`config.mk`:
```
export PLATFORM = sky130hd
export DESIGN_NAME = clk_step_ctrl
export DESIGN_NICKNAME = d
export VERILOG_FILES = /design/src/rtl/clk_step_ctrl.sv
export SDC_FILE = /design/constraint.sdc
export NUM_CORES = 1
export LEC_CHECK = 0
export BUFFER_PORTS_ARGS = -buffer_cell sky130_fd_sc_hd__buf_2
export CORE_ASPECT_RATIO = 1.4
export CORE_MARGIN = 2
export CORE_UTILIZATION = 40
export CTS_CLUSTER_DIAMETER = 200
export CTS_CLUSTER_SIZE = 10
export DETAILED_ROUTE_END_ITERATION = 16
export PLACE_DENSITY = 0.66
export SYNTH_ARGS = -nofsm -noshare
export SYNTH_HDL_FRONTEND = slang
export SYNTH_SLANG_ARGS = --single-unit
```
`constraint.sdc`:
```
create_clock -name clk -period 4.7 [get_ports clk]
set_input_delay 0.47 -clock clk [delete_from_list [all_inputs] [get_ports clk]]
set_output_delay 0.47 -clock clk [all_outputs]
set_load 0.1 [all_outputs]
```
`src/rtl/clk_step_ctrl.sv`:
```
// Run/single-step clock-enable controller: synchronises and debounces the board
// controls and drives the processor clock enable. Optional burst stepping: STEP_BURST_EN.
`timescale 1ns/1ps

module clk_step_ctrl #(
  parameter int unsigned DEBOUNCE_CYCLES = 4,
  parameter int unsigned CNT_W           = 32
`ifdef STEP_BURST_EN
  , parameter int unsigned BURST_LEN     = 8
`endif
) (
  input  logic             clk,
  input  logic             rst,
  input  logic             clk_step,
  input  logic             clk_select,
  output logic             cpu_en,
  output logic             step_mode,
  output logic             busy,
  output logic [CNT_W-1:0] en_count
);

  localparam int unsigned DB_W = (DEBOUNCE_CYCLES > 1) ? $clog2(DEBOUNCE_CYCLES) : 1;
`ifdef STEP_BURST_EN
  localparam int unsigned BR_W = (BURST_LEN > 1) ? $clog2(BURST_LEN) : 1;
`endif

  typedef enum logic [1:0] {
    S_IDLE  = 2'd0,
    S_RUN   = 2'd1,
    S_PULSE = 2'd2,
    S_BURST = 2'd3
  } state_t;

  logic            r_step_s1;
  logic            r_step_s2;
  logic            r_sel_s1;
  logic            r_sel_s2;
  logic            r_step_db;
  logic            r_step_db_q;
  logic [DB_W-1:0] r_db_cnt;
  logic            r_press;
  state_t          r_state;
`ifdef STEP_BURST_EN
  logic [BR_W-1:0] r_remain;
`endif

  logic w_step_diff;
  logic w_db_hit;

  // Two-flop synchronisers for both asynchronous board controls
  always_ff @(posedge clk or negedge rst) begin
    if (!rst) begin
      r_step_s1 <= 1'b0;
      r_step_s2 <= 1'b0;
      r_sel_s1  <= 1'b0;
      r_sel_s2  <= 1'b0;
    end else begin
      r_step_s1 <= clk_step;
      r_step_s2 <= r_step_s1;
      r_sel_s1  <= clk_select;
      r_sel_s2  <= r_sel_s1;
    end
  end

  assign step_mode   = r_sel_s2;
  assign w_step_diff = r_step_s2 ^ r_step_db;
  assign w_db_hit    = w_step_diff && (r_db_cnt == DB_W'(DEBOUNCE_CYCLES - 1));

  // Debounce: level flips only after an unbroken run of differing samples
  always_ff @(posedge clk or negedge rst) begin
    if (!rst) begin
      r_step_db   <= 1'b0;
      r_step_db_q <= 1'b0;
      r_db_cnt    <= '0;
      r_press     <= 1'b0;
    end else begin
      r_step_db_q <= r_step_db;
      r_press     <= r_step_db & ~r_step_db_q;
      if (!w_step_diff) begin
        r_db_cnt <= '0;
      end else if (w_db_hit) begin
        r_step_db <= r_step_s2;
        r_db_cnt  <= '0;
      end else begin
        r_db_cnt <= r_db_cnt + DB_W'(1);
      end
    end
  end

  // Mode FSM; a press seen outside IDLE is simply not consumed
  always_ff @(posedge clk or negedge rst) begin
    if (!rst) begin
      r_state  <= S_IDLE;
      cpu_en   <= 1'b0;
      busy     <= 1'b0;
`ifdef STEP_BURST_EN
      r_remain <= '0;
`endif
    end else begin
      case (r_state)
        S_RUN: begin
          busy <= 1'b0;
          if (r_sel_s2) begin
            r_state <= S_IDLE;
            cpu_en  <= 1'b0;
          end else begin
            cpu_en  <= 1'b1;
          end
        end
        S_IDLE: begin
          if (!r_sel_s2) begin
            r_state <= S_RUN;
            cpu_en  <= 1'b1;
            busy    <= 1'b0;
          end else if (r_press) begin
            r_state <= S_PULSE;
            cpu_en  <= 1'b1;
            busy    <= 1'b1;
          end else begin
            cpu_en  <= 1'b0;
            busy    <= 1'b0;
          end
        end
        S_PULSE: begin
`ifdef STEP_BURST_EN
          if (BURST_LEN > 1) begin
            r_remain <= BR_W'(BURST_LEN - 1);
            r_state  <= S_BURST;
            cpu_en   <= 1'b1;
            busy     <= 1'b1;
          end else begin
            r_state  <= S_IDLE;
            cpu_en   <= 1'b0;
            busy     <= 1'b0;
          end
`else
          r_state <= S_IDLE;
          cpu_en  <= 1'b0;
          busy    <= 1'b0;
`endif
        end
`ifdef STEP_BURST_EN
        S_BURST: begin
          if (r_remain == BR_W'(1)) begin
            r_remain <= '0;
            r_state  <= S_IDLE;
            cpu_en   <= 1'b0;
            busy     <= 1'b0;
          end else begin
            r_remain <= r_remain - BR_W'(1);
            cpu_en   <= 1'b1;
            busy     <= 1'b1;
          end
        end
`endif
        default: begin
          r_state <= S_IDLE;
          cpu_en  <= 1'b0;
          busy    <= 1'b0;
        end
      endcase
    end
  end

  // Enabled-cycle counter, wraps naturally at the register width
  always_ff @(posedge clk or negedge rst) begin
    if (!rst) begin
      en_count <= '0;
    end else if (cpu_en) begin
      en_count <= en_count + CNT_W'(1);
    end
  end

endmodule
```
==> Word-level counts from Yosys, hierarchy flattened <==
Index checks and enable logic that the tools add are counted.
{ "word_totals": {"wordCells": 37, "reg_bits": 45, "mem_bits_rw": 0, "memories": 0, "romBits": 0, "latch_bits": 0, "in_bits": 4} }
{ "op_classes": {"n_bitwise": 3, "mul": 0, "n_eq_ne": 4, "shifts": 0, "div": 0, "n_lt_le_gt_ge": 0, "add_sub_neg": 2, "n_mux": 12, "n_reduce_logical": 4} }
{ "op_table": {"columns": ["op", "count"], "rows": [
  ["32-bit by 1-bit adder with 32-bit output, second input constant", 1],
  ["2-bit 2-to-1 mux", 5],
  ["1-bit 2-to-1 mux", 5],
  ["2-bit case mux with 2 select lines", 1],
  ["2-bit AND reduction", 2],
  ["3-bit inequality test, second input constant", 1],
  ["2-bit by 1-bit adder with 2-bit output, second input constant", 1],
  ["2-bit by 1-bit equality test with 1-bit output, second input constant", 1],
  ["2-bit equality test, second input constant", 1],
  ["2-bit logical NOT", 1],
  ["2-bit inequality test, second input constant", 1],
  ["1-bit case mux with 2 select lines", 1],
  ["1-bit bitwise AND", 1],
  ["1-bit logical AND", 1],
  ["1-bit inverter", 1],
  ["1-bit XOR", 1]
]} }

==> Logic depth before layout (Yosys ltp) <==
{ "depth": {"depth_word": 4, "depth_mapped": 5, "mapped_depth_nobuf": 5} }

==> Least setup slack after synthesis <==
OpenSTA, ideal clock, no wires.
{ "synth_timing": {"path_kind": "register to register", "start": "register en_count[2]", "end": "register en_count[21]", "path_stages_with_launch": 5, "path_buffers": 0, "arrival_ns": 2.375, "synth_period_minus_slack_ns": 2.534, "setup_time_ns": 0.159, "slack_ns": 2.166, "path_cell_list": "dfrtp_1 > nand4_1 > nor4_4 > or4b_1 > xnor2_1"} }
{ "synth_via": {"elab_chain_cells": 1} }
{ "synth_rtl": {"columns": ["item", "line", "text"], "rows": [
  ["start: declaration", "19", "output logic [CNT_W-1:0] en_count"],
  ["start signal: assignment", "170", "en_count <= en_count + CNT_W'(1);"],
  ["32-bit by 1-bit adder with 32-bit output", "170", null]
]} }
Every way passes these cells.
A chain may end at the register's enable or synchronous reset.

==> results.cfg <==
[status]
outcome = complete, no violations

[setup_path]
cp.required_ps = 4880
crit_fanout = 7
criticalPathCategory = reg2reg
worstPathArrival_ps = 2150
cp_slowest_stage_delay_ps = 500
crit_start = cpu_en
cp_slowest_cell = or4b_1
cp_cell_sequence = nand4_1 -> nor4_4 -> or4b_1 -> xnor2_1
worstSetupEndpointType = register
start_kind = register
r2r-start = cpu_en

[timing]
fin_crit_sh_pct = 42.0
max-slew-margin-rel_pct = 35.7
rsz0062_at_grt = false
tns_ps = 0
fin_crit_ps = 1970
finalHoldViolCount = 0
worstMarginPinSlew_ps = 965
maxSlewViolCount = 0
max_freq_mhz = 507
finalClockSkew_ps = 6.19
setup_viol = 0

[place]
dp_hpwl_mm = 2.50
gp_congestion = 0.792
dp.cells = 243
portBuffers = 38

[clock_tree]
cts_buffers = 5
postCtsHoldBufs = 0
cts_tree = done
clkTransAtPathRegs_ps = 80
postCtsResizedCells = 0
h-tree-depth = 2
worstSkewPairLatency_ps = 290
cts_buffer_depth = 2
cts_sinks = 45
root_buffer = clkbuf_8
cts_setup_buffers = 0

[synth]
synthCells = 143
ys_ff_latch = 45
syn-num-nets = 149
synthDistinctLibCells = 21
avgSynthCellArea_um2 = 12.8
syn_area_um2 = 1830
synth_warnings = 0
ys_seq_area_share_pct = 61.4

[layout]
n_fill_cell = 409
area_delta_synth_final_pct = 19.5
drive_gt1_share_pct = 27.1
layout_common_cells = 45 x dfrtp_1, 38 x buf_2, 26 x xnor2_1
multi_input_area_um2 = 707
nets = 194
n_antenna_cell = 0
layout.cells.non_filler = 250
layout_commonest_cell = dfrtp_1
seqCellArea_um2 = 1130

[pwr]
seqPwrFrac_pct = 45.1
p_sw_share_pct = 43.5
internal_power_uw = 634
power.static_leakage_uw = 0.00105
p_per_area_nw_per_um2 = 512
power.share.clock_pct = 21.1
switchingPower_uw = 489
vdd_drop_max_v = 0.000404
combPwrFrac_pct = 33.9

[hold_path]
min_from = clk_step
hp-class = in2reg

[routing]
routed_wl_mm = 3.33
wire_per_inst_um = 13.3
num_vias = 1236
drc = 0
dr.first_iter.drc_count = 61
ant_nets = 0
routed_via_density = 4.94
dr.pass1.iters = 4

[global_routing]
antenna_found_initial = 0
grt_pass1_vias = 1254
grt_max_degree = 46
grt_pass1_wl_mm = 5.82
grt-ovfl-total = 0
grt_usage_pct = 15.1

[die]
pin_count = 39
fp.coreArea_um2 = 4460
initial_utilization_pct = 41.1
dieWidth_um = 61.2
die_area_um2 = 5150
placementRows = 29
die_h_um = 84.1

[job]
maxCapViolCount = 0
-- flip-flops by register name (all words and copies together) (netlist names) --
name and flops:
busy 1, cpu_en 1, en_count 32, r_db_cnt 2, r_press 1, r_sel_s1 1
r_state 2, r_step_db 1, r_step_db_q 1, r_step_s1 1, r_step_s2 1, step_mode 1
-- critical path, delay by kind of cell, from the launching register on --
| kind | cells | cell delay, ps |
|---|---|---|
| and+or+nand+nor | 3 | 1280 |
| DFF | 1 | 450 |
| xor gates and xnor gates | 1 | 140 |
-- per-layer routing --
layer	GRT usage, %	wire [um]
met1	17.9	1350
met2	24.8	1760
met3	5.27	172
met4	4.74	48
met5	0	0
-- cells in the mapped netlist --
| cell | n | share of area (%) |
|---|---|---|
| xnor2_1 | 26 | 12 |
| nor3_1 | 3 | 0.82 |
| nand2b_1 | 1 | 0.34 |
| xor2_1 | 6 | 2.9 |
| nor4_4 | 1 | 1.2 |
| ha_1 | 2 | 1.4 |
| dfrtp_1 | 45 | 61 |
| mux2_2 | 2 | 1.2 |
| nor4_2 | 2 | 1.4 |
| nor3b_1 | 2 | 0.82 |
| a21oi_1 | 1 | 0.27 |
| nand4_1 | 8 | 2.7 |
| nand2_1 | 14 | 2.9 |
| or4b_1 | 1 | 0.55 |
| nor4_1 | 2 | 0.68 |
| nand3_1 | 12 | 3.3 |
| nor2_1 | 5 | 1.0 |
| nand4_4 | 1 | 1.2 |
| and4_1 | 4 | 1.9 |
| nor2b_1 | 2 | 0.68 |
| and3_1 | 3 | 1.0 |
-- power groups by stage --
stage	Clock [uW]	Sequential [uW]	Combinational, uW
2_1_floorplan	0	743	77.9
3_3_place_gp	0	508	373
3_5_place_dp	0	515	384
4_1_cts	244	507	385
5_1_grt	265	516	400
6_report	237	506	380
-- through the flow --
step | hold slack (ps) | setup WS (ps) | cell area (um^2) | util [%] | total power [uW]
after floorplan | 174 | 2170 | 1830 | - | 821
after global placement | 337 | 2790 | 2100 | 47.1 | 881
after detailed placement | 347 | 2720 | 2100 | 47.1 | 898
after CTS | 273 | 2700 | 2190 | 49.1 | 1140
after global routing | 267 | 2580 | 2190 | 49.1 | 1180
final | 280 | 2730 | 2190 | 49.1 | 1120
-- final timing paths --
path / to / slack (ps) / cells after the start
setup reg to reg: en_count[21] / 2730 / 4
hold / removal: r_step_s1 / 280 / 1
max in group asynchronous: en_count[9] / 3770 / 1
min in group asynchronous: en_count[3] / 330 / 1
hold reg to reg: r_step_s2 / 370 / 0
setup / recovery: en_count[21] / 2730 / 4
-- cell families after synthesis --
group | synth area share (%)
simple gates | 20.4
flops | 61.4
xor+xnor | 15.3
mux | 1.23
fa+ha+maj | 1.36
compound gates | 0.273
-- final cells by class --
type | count | area share [%]
well taps | 62 | 3.54
multi-input cells | 98 | 32.3
flip-flops and latches | 45 | 51.4
repair buffers | 38 | 8.68
clock inverters | 1 | 0.343
clock buffers | 6 | 3.77
No activity file was read; power rests on OpenSTA's default activity.
